$ cat src/rtl/dport_wbuf.sv
// Posted-write buffer in front of the AXI data-port bridge: writes are queued and acked
// immediately, while reads and cache-maintenance ops wait until every write has drained.
module dport_wbuf #(
    parameter int DEPTH           = 4,
    parameter int DEPTH_W         = 2,
    parameter int MAX_OUTSTANDING = 15
) (
    input  logic        clk_i,
    input  logic        rst_i,
    input  logic [31:0] mem_addr_i,
    input  logic [31:0] mem_data_wr_i,
    input  logic        mem_rd_i,
    input  logic [3:0]  mem_wr_i,
    input  logic        mem_cacheable_i,
    input  logic [10:0] mem_req_tag_i,
    input  logic        mem_invalidate_i,
    input  logic        mem_writeback_i,
    input  logic        mem_flush_i,
    output logic [31:0] mem_data_rd_o,
    output logic        mem_accept_o,
    output logic        mem_ack_o,
    output logic        mem_error_o,
    output logic [10:0] mem_resp_tag_o,
    output logic [31:0] ext_addr_o,
    output logic [31:0] ext_data_wr_o,
    output logic        ext_rd_o,
    output logic [3:0]  ext_wr_o,
    output logic        ext_cacheable_o,
    output logic [10:0] ext_req_tag_o,
    output logic        ext_invalidate_o,
    output logic        ext_writeback_o,
    output logic        ext_flush_o,
    input  logic [31:0] ext_data_rd_i,
    input  logic        ext_accept_i,
    input  logic        ext_ack_i,
    input  logic        ext_error_i,
    input  logic [10:0] ext_resp_tag_i,
    output logic        wr_error_o,
    output logic        idle_o
);

    typedef enum logic [1:0] {IDLE, RD_ISSUE, RD_WAIT} state_e;

    state_e             state_q, state_d;
    logic [31:0]        fifoAddr_q  [DEPTH];
    logic [31:0]        fifoData_q  [DEPTH];
    logic [3:0]         fifoStrb_q  [DEPTH];
    logic [10:0]        fifoTag_q   [DEPTH];
    logic               fifoCache_q [DEPTH];
    logic [DEPTH_W-1:0] wrPtr_q, rdPtr_q;
    logic [DEPTH_W:0]   count_q;
    logic [3:0]         outstanding_q;
    logic               wrError_q;

    logic [31:0] rdAddr_q, rdData_q;
    logic [10:0] rdTag_q;
    logic        rdRd_q, rdCache_q, rdInv_q, rdWb_q, rdFlush_q;

    logic        ack_q, err_q;
    logic [31:0] respData_q;
    logic [10:0] respTag_q;

    logic isWrite, isRead, fifoEmpty, fifoFull, presentWr, pop, acceptWr, acceptRd, wrAck;

    always_comb begin
        isWrite   = |mem_wr_i;
        isRead    = mem_rd_i | mem_invalidate_i | mem_writeback_i | mem_flush_i;
        fifoEmpty = (count_q == '0);
        fifoFull  = (count_q == (DEPTH_W+1)'(DEPTH));
        presentWr = rst_i && (state_q == IDLE) && !fifoEmpty
                    && (outstanding_q < 4'(MAX_OUTSTANDING));
        pop       = presentWr && ext_accept_i;
        acceptWr  = rst_i && isWrite && (state_q == IDLE) && !fifoFull;
        acceptRd  = rst_i && isRead && !isWrite && (state_q == IDLE) && fifoEmpty
                    && (outstanding_q == '0) && !presentWr;
        wrAck     = ext_ack_i && (state_q != RD_WAIT);
    end

    always_comb begin
        state_d = state_q;
        case (state_q)
            IDLE:     if (acceptRd)     state_d = RD_ISSUE;
            RD_ISSUE: if (ext_accept_i) state_d = RD_WAIT;
            RD_WAIT:  if (ext_ack_i)    state_d = IDLE;
            default:                    state_d = IDLE;
        endcase
    end

    // Downstream mux: the latched read/CMO while issuing, otherwise the FIFO head if allowed.
    always_comb begin
        ext_addr_o       = '0;
        ext_data_wr_o    = '0;
        ext_rd_o         = 1'b0;
        ext_wr_o         = '0;
        ext_cacheable_o  = 1'b0;
        ext_req_tag_o    = '0;
        ext_invalidate_o = 1'b0;
        ext_writeback_o  = 1'b0;
        ext_flush_o      = 1'b0;
        if (state_q == RD_ISSUE) begin
            ext_addr_o       = rdAddr_q;
            ext_data_wr_o    = rdData_q;
            ext_rd_o         = rdRd_q;
            ext_cacheable_o  = rdCache_q;
            ext_req_tag_o    = rdTag_q;
            ext_invalidate_o = rdInv_q;
            ext_writeback_o  = rdWb_q;
            ext_flush_o      = rdFlush_q;
        end else if (presentWr) begin
            ext_addr_o      = fifoAddr_q[rdPtr_q];
            ext_data_wr_o   = fifoData_q[rdPtr_q];
            ext_wr_o        = fifoStrb_q[rdPtr_q];
            ext_cacheable_o = fifoCache_q[rdPtr_q];
            ext_req_tag_o   = fifoTag_q[rdPtr_q];
        end
    end

    always_ff @(posedge clk_i) begin
        if (acceptWr) begin
            fifoAddr_q[wrPtr_q]  <= mem_addr_i;
            fifoData_q[wrPtr_q]  <= mem_data_wr_i;
            fifoStrb_q[wrPtr_q]  <= mem_wr_i;
            fifoTag_q[wrPtr_q]   <= mem_req_tag_i;
            fifoCache_q[wrPtr_q] <= mem_cacheable_i;
        end
    end

    always_ff @(posedge clk_i) begin
        if (!rst_i) begin
            state_q       <= IDLE;
            wrPtr_q       <= '0;
            rdPtr_q       <= '0;
            count_q       <= '0;
            outstanding_q <= '0;
            wrError_q     <= 1'b0;
            ack_q         <= 1'b0;
            err_q         <= 1'b0;
            respData_q    <= '0;
            respTag_q     <= '0;
            rdAddr_q      <= '0;
            rdData_q      <= '0;
            rdTag_q       <= '0;
            rdRd_q        <= 1'b0;
            rdCache_q     <= 1'b0;
            rdInv_q       <= 1'b0;
            rdWb_q        <= 1'b0;
            rdFlush_q     <= 1'b0;
        end else begin
            state_q <= state_d;
            if (acceptWr) wrPtr_q <= wrPtr_q + 1'b1;
            if (pop)      rdPtr_q <= rdPtr_q + 1'b1;
            if (acceptWr && !pop)      count_q <= count_q + 1'b1;
            else if (pop && !acceptWr) count_q <= count_q - 1'b1;
            if (pop && !(wrAck && outstanding_q != '0))      outstanding_q <= outstanding_q + 1'b1;
            else if (!pop && wrAck && outstanding_q != '0)   outstanding_q <= outstanding_q - 1'b1;
            if (wrAck && ext_error_i) wrError_q <= 1'b1;
            if (acceptRd) begin
                rdAddr_q  <= mem_addr_i;
                rdData_q  <= mem_data_wr_i;
                rdTag_q   <= mem_req_tag_i;
                rdRd_q    <= mem_rd_i;
                rdCache_q <= mem_cacheable_i;
                rdInv_q   <= mem_invalidate_i;
                rdWb_q    <= mem_writeback_i;
                rdFlush_q <= mem_flush_i;
            end
            // Posted writes are acked right away; the read ack is the registered ext response.
            if (acceptWr) begin
                ack_q      <= 1'b1;
                err_q      <= 1'b0;
                respData_q <= '0;
                respTag_q  <= mem_req_tag_i;
            end else if (state_q == RD_WAIT && ext_ack_i) begin
                ack_q      <= 1'b1;
                err_q      <= ext_error_i;
                respData_q <= ext_data_rd_i;
                respTag_q  <= ext_resp_tag_i;
            end else begin
                ack_q      <= 1'b0;
                err_q      <= 1'b0;
                respData_q <= '0;
                respTag_q  <= '0;
            end
        end
    end

    assign mem_accept_o   = acceptWr | acceptRd;
    assign mem_ack_o      = ack_q;
    assign mem_error_o    = err_q;
    assign mem_data_rd_o  = respData_q;
    assign mem_resp_tag_o = respTag_q;
    assign wr_error_o     = wrError_q;
    assign idle_o         = fifoEmpty && (outstanding_q == '0) && (state_q == IDLE);

endmodule
$ cat config.mk
export PLATFORM = sky130hd
export DESIGN_NAME = dport_wbuf
export DESIGN_NICKNAME = d
export VERILOG_FILES = /design/src/rtl/dport_wbuf.sv
export SDC_FILE = /design/constraint.sdc
export NUM_CORES = 1
export LEC_CHECK = 0
export CORE_UTILIZATION = 54
export CTS_CLUSTER_SIZE = 30
export DETAILED_ROUTE_END_ITERATION = 12
export PLACE_DENSITY = 0.8
export SLEW_MARGIN = 5
export SYNTH_ARGS = -nofsm -noshare
export SYNTH_HDL_FRONTEND = slang
export SYNTH_SLANG_ARGS = --single-unit
export TNS_END_PERCENT = 50
$ cat constraint.sdc
create_clock -name clk_i -period 10.7 [get_ports clk_i]
set_input_delay 2.14 -clock clk_i [delete_from_list [all_inputs] [get_ports clk_i]]
set_output_delay 2.14 -clock clk_i [all_outputs]
set_load 0.01 [all_outputs]
==> results.txt, run 1 <==
Period utilization -> 0.689
Area leader, netlist -> edfxtp_1
Placement Cell Area -> 20700 µm²
Antenna violations before repair -> 2
Internal -> 3.59 mW
Setup Crit Path Kind -> in -> out
WL final -> 38200 µm
Final std cells w/o fill -> 1796
Psw -> 1.18 mW
Cell row count -> 66
Routed vias -> 10.1k
Startpoint types -> input port
Ratio of cells with drive above 1 in the final layout -> 0.185
Worst path slowest cell -> nor3_2
Post-DRT Antenna Nets -> 0
P_leak -> 7.21 nW
Vias in the first global route -> 10.4k
Die Y -> 183 µm
Max Slew Vio Count -> 0
Slew headroom -> 0.247
Largest net degree at the start of global routing -> 79
Clock group share of total power -> 0.330
IO Count -> 264
Number of nets in the layout -> 1459
Post-DR wirelength/cell -> 21.3 µm
Clock tree sinks -> 461
# placed instances -> 1712
Max Clk Rate -> 136 MHz
Htree depth -> 2
CTS tree -> yes
Delay-heaviest family, CP -> simple AND/OR/NAND/NOR gates
CP Data Arrival Time -> 5.24 ns
GP Congestion -> 0.749
Post-synthesis cell type count -> 39
CP Buf/Inv Count -> 3
DR pass1 iterations -> 5
DR iter-0 viols -> 645
CTS max path bufs -> 3
Mapped cell area -> 17700 µm²
Max incr delay on CP -> 0.83 ns
Post-CTS Setup Inserts -> 0
Post-CTS Hold Fix Bufs -> 0
Half-perimeter wire length after detailed placement -> 22600 µm
Number of synthesized register bits -> 461
Synth top area cells -> edfxtp_1, dfxtp_1, mux4_2
Mean post-synth cell area -> 16.7 µm²
Post_cts resized -> 0
Number of diodes -> 0
Gr usage total -> 0.231
Clock Latency Late Sink -> 0.53 ns
Hold Path Class -> reg -> reg
Max-Cap Viols -> 0
Die area -> 33600 µm²
Width of the die -> 183 µm
Top-area cell type share of the netlist area -> 0.542
Number of I/O port buffers -> 263
Register share of total power -> 0.473
Reg clk slew, reported paths -> 0.06 ns
Peak VDD IR -> 0.175 mV
Area grow syn2layout -> 25.0%
Sw Share -> 0.247
Register area share after synthesis -> 0.701
Post-route cell area -> 22200 µm²
Post-Route Setup TNS -> 0 ns
First-pass GRT wire length -> 58600 µm
Fill cells -> 2157
Syn nets -> 1204
Num CTS Buffers -> 46
Worst-margin pin slew -> 1.13 ns
RSZ-0062 raised after global routing -> false
Final min period -> 7.38 ns
Initial Utilization -> 0.547
Drc violations -> 0
Final Setup Violations -> 0
Clock root buffer -> clkbuf_16
CP required -> 8.56 ns
Clock skew -> 0.0201 ns
Most common cell after layout, fill and taps aside -> edfxtp_1
Vias per cell -> 5.62
GRT Residual Overflow -> 0
CORE AREA -> 32500 µm²
Post-Syn Instances -> 1063
Critical Path End Type -> output pin
Power per standard cell area -> 215 nW/µm²
Fin. Hold Viols -> 0
Logic gate share of total power -> 0.197
Synth Warn # -> 0
Crit-path max FO -> 73
Status -> completed
Most frequent cells in the layout -> edfxtp_1, clkdlybuf4s50_1, nand2_1, dfxtp_1, a22o_1
Worst path cell trace -> buf_4, or3b_2, nor3_2, buf_12, and2_1, clkdlybuf4s50_1
-- layout make-up --
class	instances	area [µm²]	share of cell area
timing repair buffer	277	2750	0.124
tap	442	553	0.0249
clock inverter	15	179	0.00806
inverter	3	11.3	0.000508
clock buffer	69	1310	0.0590
multi-input combinational	529	4950	0.223
sequential	461	12400	0.561
-- per-stage QoR --
step	util	setup slack [ns]	power (mW)	hold WS (ns)
after detailed placement	0.638	3.34	3.25	0.459
after floorplan	-	4.63	2.83	0.443
after global placement	0.638	3.39	3.22	0.452
final	0.684	3.32	4.77	0.461
after CTS	0.684	3.33	4.82	0.464
after global routing	0.684	3.20	4.97	0.474
-- registers in the layout, summed over array words and instances (netlist names), 3 cells and up, named ones only --
signal,flops
fifoAddr_q,128
fifoData_q,128
fifoTag_q,44
mem_data_rd_o,32
rdAddr_q,32
rdData_q,32
fifoStrb_q,16
mem_resp_tag_o,11
rdTag_q,11
fifoCache_q,4
outstanding_q,4
count_q,3
-- routing by layer --
metal,wire (µm),GRT usage
met1,15500,0.296
met2,19300,0.398
met3,2480,0.0516
met4,838,0.0643
met5,26,0
-- kinds of logic after synthesis --
family          share of synthesized area
flops                               0.701
simple gates                       0.0651
compound gates                     0.0973
mux                                 0.104
buf+inv                            0.0225
fa+ha+maj                         0.00719
xor+xnor                          0.00296
-- synthesized netlist by cell type --
library cell / count
a31oi_1: 1
and2_1: 49
nand2_1: 172
buf_4: 1
o21a_1: 2
or2_2: 1
a22o_1: 87
nand4_1: 1
and4_1: 1
dfxtp_1: 141
nor4_1: 1
xor2_1: 4
buf_6: 16
edfxtp_1: 320
mux4_2: 80
clkbuf_1: 43
nor3_1: 3
inv_1: 3
buf_1: 9
buf_2: 1
a21oi_1: 3
o21ai_0: 3
a21boi_0: 2
a21boi_2: 79
mux2i_1: 5
or3b_2: 1
ha_1: 7
or4_4: 1
a211o_1: 1
nor2_1: 2
xnor2_1: 2
or4_1: 3
nand3_1: 4
nand2b_1: 4
and3_1: 1
nor4_4: 1
nor2b_1: 5
fa_1: 2
or3_1: 1
-- path summary, 6_finish.rpt --
check | start | to | slack [ns] | cells after the start
worst max register to register | state_q[1]$_SDFFE_PN0P_ | count_q[2]$_SDFFE_PN0P_ | 7.20 | 10
worst max-delay path | rst_i | ext_wr_o[3] | 3.32 | 6
worst min-delay path | rdData_q[11]$_SDFFE_PN0P_ | rdData_q[11]$_SDFFE_PN0P_ | 0.46 | 2
worst min register to register | rdData_q[11]$_SDFFE_PN0P_ | rdData_q[11]$_SDFFE_PN0P_ | 0.46 | 2
-- power groups by stage --
stage / logic (mW) / registers, mW / clock network, mW
5_1_grt: 1.01 / 2.28 / 1.67
3_5_place_dp: 0.953 / 2.30 / 0
6_report: 0.942 / 2.26 / 1.57
4_1_cts: 0.959 / 2.26 / 1.60
3_3_place_gp: 0.940 / 2.28 / 0
2_1_floorplan: 0.564 / 2.27 / 0
-- worst min-delay path, cell delays in order (launching register included) --
cell and delay, ns:
dfxtp_1 0.30, nand2_1 0.07, a21boi_2 0.05
Note: power is estimated with default switching activity, not from simulation.
==> inputs of run 2 (changes only) <==
- clock period: 10.7 -> 6.8 ns (I/O delays scaled with it)
==> run 2 against run 1 <==
Compared with the run above: die area stayed put; global-route usage up 0.29 points; power grew 60%; worst hold slack improved by 0.0020 ns; largest cell class unchanged; largest power group unchanged.
==> results.txt, run 2 (synthesis gave the netlist of run 1 again) <==
Met1 Use GR -> 0.298
Post-DRT Antenna Nets -> 0
Width of the die -> 183 µm
Clock Latency Late Sink -> 0.54 ns
Setup Crit Path Kind -> in -> out
Max incr delay on CP -> 0.71 ns
Num CTS Buffers -> 46
Final Setup Violations -> 0
Critical Path End Type -> output pin
Hold Path Class -> reg -> reg
Period utilization -> 0.757
Max Clk Rate -> 194 MHz
Area grow syn2layout -> 25.8%
Htree depth -> 2
GRT Max-Usage Layer -> met2
Routed vias -> 10.2k
Post_cts resized -> 0
Most common cell after layout, fill and taps aside -> edfxtp_1
Fin util -> 0.688
Peak VDD IR -> 0.243 mV
Worst path cell trace -> clkdlybuf4s50_1, or4_1, or4_4, nand2b_1, clkdlybuf4s50_1
Clock root buffer -> clkbuf_16
RSZ-0062 raised after global routing -> false
Number of diodes -> 0
WL final -> 38500 µm
M2 GR Usage -> 0.405
Post-CTS Setup Inserts -> 0
Post-CTS Hold Fix Bufs -> 0
Clock tree sinks -> 461
Reg clk slew, reported paths -> 0.06 ns
Placement Cell Area -> 20700 µm²
Startpoint types -> input port
Ratio of cells with drive above 1 in the final layout -> 0.192
Clock skew -> 0.0181 ns
First-pass GRT wire length -> 59300 µm
Largest net degree at the start of global routing -> 81
Final min period -> 5.15 ns
Crit-path max FO -> 5
Slew headroom -> 0.328
P_leak -> 7.29 nW
Gr usage total -> 0.234
Post-DR wirelength/cell -> 21.4 µm
# placed instances -> 1715
Drc violations -> 0
CP Buf/Inv Count -> 2
CP dominant cell by count -> clkdlybuf4s50_1
CTS max path bufs -> 3
Grt met3 use -> 0.0532
CORE AREA -> 32500 µm²
Power per standard cell area -> 343 nW/µm²
Worst path slowest cell -> or4_1
Die area -> 33600 µm²
Post-Route Setup TNS -> 0 ns
IO Count -> 264
Number of I/O port buffers -> 263
Max-Cap Viols -> 0
Final std cells w/o fill -> 1801
Regs by FF count -> fifoAddr_q (128), fifoData_q (128), fifoTag_q (44)
Vias per cell -> 5.64
Initial Utilization -> 0.547
Half-perimeter wire length after detailed placement -> 23300 µm
CP required -> 5.44 ns
CP Data Arrival Time -> 3.79 ns
Most frequent cells in the layout -> edfxtp_1, clkdlybuf4s50_1, nand2_1, dfxtp_1, a22o_1
GP Congestion -> 0.738
Post-route cell area -> 22300 µm²
Cell row count -> 66
Max Slew Vio Count -> 0
Fin. Hold Viols -> 0
CTS tree -> yes
GRT Residual Overflow -> 0
Vias in the first global route -> 10.6k
Die Y -> 183 µm
DR pass1 iterations -> 5
Status -> completed
DR iter-0 viols -> 608
Number of nets in the layout -> 1462
Delay-heaviest family, CP -> simple AND/OR/NAND/NOR gates
Antenna violations before repair -> 2
Worst-margin pin slew -> 1.01 ns
Fill cells -> 2175
==> run 2: cell types whose count changed in the layout (fill, tap and decap cells not counted) <==
cell       change
buf_4          +3
clkinv_2       +3
clkinv_4       -1
bufinv_16      +1
clkinv_1       +1
clkbuf_16      +2
inv_6          -1
clkbuf_8       +4
clkbuf_1       -7
==> run 2: worst min-delay path, delay by kind of cell (launching register included) <==
family	cells	cell delay, ns
flip-flops	1	0.31
AND/OR/NAND/NOR	1	0.07
AO/OA/AOI/OAI	1	0.05
==> run 2: worst paths after layout <==
check                                             start                            end  slack, ns  depth (start not counted)
worst max-delay path                        mem_wr_i[1]                   mem_accept_o       1.65                          5
worst max register to register  state_q[1]$_SDFFE_PN0P_  outstanding_q[3]$_SDFFE_PN0P_       3.53                         10
worst min-delay path             rdFlush_q$_SDFFE_PN0P_         rdFlush_q$_SDFFE_PN0P_       0.46                          2
worst min register to register   rdFlush_q$_SDFFE_PN0P_         rdFlush_q$_SDFFE_PN0P_       0.46                          2
==> run 2: cell type report <==
cell class,count,area (µm²),share of cell area
tap,442,553,0.0248
multi-input combinational,529,4950,0.222
sequential,461,12400,0.557
clock buffer,68,1390,0.0622
clock inverter,18,210,0.00942
timing repair buffer,280,2770,0.124
inverter,3,11.3,0.000505
==> run 2: per-layer routing <==
metal,share of wire,vias up
li1,-,4564
met4,0.018,4
met5,0.00081,-
met1,0.40,5180
met2,0.51,362
met3,0.071,52
==> run 2: through the flow <==
| step | total power, mW | setup slack (ns) | hold slack [ns] |
|---|---|---|---|
| floorplan | 4.45 | 1.83 | 0.443 |
| global placement | 5.08 | 1.69 | 0.449 |
| detailed placement | 5.12 | 1.67 | 0.459 |
| CTS | 7.72 | 1.66 | 0.467 |
| global route | 7.94 | 1.60 | 0.485 |
| finish | 7.65 | 1.65 | 0.463 |
==> run 2: report_power, final <==
group          switching, mW  internal (mW)
clock                   1.00           1.60
combinational          0.734          0.760
sequential             0.136           3.41
total                   1.87           5.78
==> inputs of run 3 (changes only) <==
- clock period: 6.8 -> 5.3 ns (I/O delays scaled with it)
==> run 3 against run 2 <==
Compared with the run above: die area is the same; clock-buffer cell count unchanged; clock power increased by 21%; register-to-register slack worse by 1.2 ns; largest cell class unchanged.
==> results.txt, run 3 (synthesis gave the netlist of run 1 again) <==
Vias in the first global route -> 10.7k
Area grow syn2layout -> 25.8%
Critical Path End Type -> output pin
Max-Cap Viols -> 0
GRT Residual Overflow -> 0
Post_cts resized -> 0
Fill cells -> 2144
Antenna violations before repair -> 0
Ratio of cells with drive above 1 in the final layout -> 0.197
Most common cell after layout, fill and taps aside -> edfxtp_1
WL final -> 38500 µm
Htree depth -> 2
Post-DR wirelength/cell -> 21.4 µm
Final min period -> 4.57 ns
Half-perimeter wire length after detailed placement -> 22800 µm
Setup Crit Path Kind -> in -> out
Die Y -> 183 µm
Final Setup Violations -> 0
Max Slew Vio Count -> 0
Number of nets in the layout -> 1465
DR iter-0 viols -> 709
WHS Path Cells -> 2
Slew headroom -> 0.289
GP Congestion -> 0.755
IO Count -> 264
Gr usage total -> 0.235
Register area -> 12400 µm²
CORE AREA -> 32500 µm²
Clock tree sinks -> 461
Fin util -> 0.688
Largest net degree at the start of global routing -> 100
Reg clk slew, reported paths -> 0.06 ns
Post-Route Setup TNS -> 0 ns
Reg-to-reg endpoint -> outstanding_q[3]$_SDFFE_PN0P_
P_leak -> 7.29 nW
Crit-path max FO -> 5
CTS tree -> yes
Status -> completed
RSZ-0062 raised after global routing -> false
CP Data Arrival Time -> 3.51 ns
FF-to-FF setup slack -> 2.36 ns
CP required -> 4.24 ns
Power per standard cell area -> 433 nW/µm²
Initial Utilization -> 0.547
WHS Endpoint -> rdAddr_q[11]$_SDFFE_PN0P_
Post-DRT Antenna Nets -> 0
Min-delay src -> rdAddr_q[11]$_SDFFE_PN0P_
Routed vias -> 10.1k
Post-CTS Setup Inserts -> 0
Peak VDD IR -> 0.250 mV
Die area -> 33600 µm²
Startpoint types -> input port
Cell row count -> 66
Fin. Hold Viols -> 0
Drc violations -> 0
Period utilization -> 0.861
Regs by FF count -> fifoAddr_q (128), fifoData_q (128), fifoTag_q (44)
Cell count of the worst reg-to-reg path -> 10
First-pass GRT wire length -> 59700 µm
DR pass1 iterations -> 5
Vias per cell -> 5.60
Hold Path Class -> reg -> reg
Worst flop-to-flop path startpoint -> state_q[0]$_SDFFE_PN0P_
Number of I/O port buffers -> 263
Worst-margin pin slew -> 1.07 ns
Width of the die -> 183 µm
Clock skew -> 0.0107 ns
Clock Latency Late Sink -> 0.53 ns
CTS max path bufs -> 3
Multi-input logic area -> 4950 µm²
Clock root buffer -> clkbuf_16
Post-CTS Hold Fix Bufs -> 0
Max Clk Rate -> 219 MHz
Num CTS Buffers -> 46
Number of diodes -> 0
Most frequent cells in the layout -> edfxtp_1, clkdlybuf4s50_1, nand2_1, dfxtp_1, a22o_1
run 3: cell count changes in the layout (fill, tap and decap cells not counted):
cell and delta:
buf_12 +5, buf_4 -2, bufinv_16 -4, clkbuf_1 -2
clkbuf_16 -1, clkbuf_8 +3, clkinv_1 -2, clkinv_2 +4
clkinv_4 +1, clkinvlp_4 +1
run 3: layout make-up:
class,count,area share
Clock buffer,68,0.0626
Tap cell,442,0.0248
Sequential cell,461,0.557
Multi-Input combinational cell,529,0.222
Timing Repair Buffer,283,0.128
Inverter,3,0.000504
Clock inverter,18,0.00533
run 3: critical path: stages:
cell and delay [ns]:
clkdlybuf4s50_1 0.49, or4_1 0.72, or4_4 0.58, nand2b_1 0.09, clkdlybuf4s50_1 0.57
run 3: metrics by stage:
step                      std cells  hold WS, ns  power, mW  worst slack, ns  cell area (µm²)
final                          1804        0.463       9.67            0.735            22300
after global routing           1804        0.480       10.0            0.673            22300
after CTS                      1804        0.463       9.77            0.722            22300
after detailed placement       1718        0.454       6.61            0.736            20800
after global placement         1718        0.453       6.55            0.741            20800
after floorplan                1063        0.443       5.71            0.625            17700
run 3: how the worst max path moves through the flow:
stage                      startpoint                          to  cells past startpoint
after floorplan                 rst_i  fifoAddr_q[1][0]$_DFFE_PP_                      6
after global placement    mem_wr_i[0]                mem_accept_o                      5
after detailed placement  mem_wr_i[0]                mem_accept_o                      5
after CTS                 mem_wr_i[0]                mem_accept_o                      5
after global routing      mem_wr_i[0]                mem_accept_o                      5
final                     mem_wr_i[0]                mem_accept_o                      5
run 3: metal layers:
metal	vias to the layer above	track usage	part of all wire
met2	348	0.421	0.52
li1	4579	-	-
met5	-	0	0
met3	54	0.0469	0.062
met1	5130	0.292	0.40
met4	0	0.0557	0.018
run 3: power by group:
| group | internal, mW | switching (mW) |
|---|---|---|
| registers | 4.38 | 0.165 |
| clock network | 1.87 | 1.29 |
| logic | 1.01 | 0.962 |
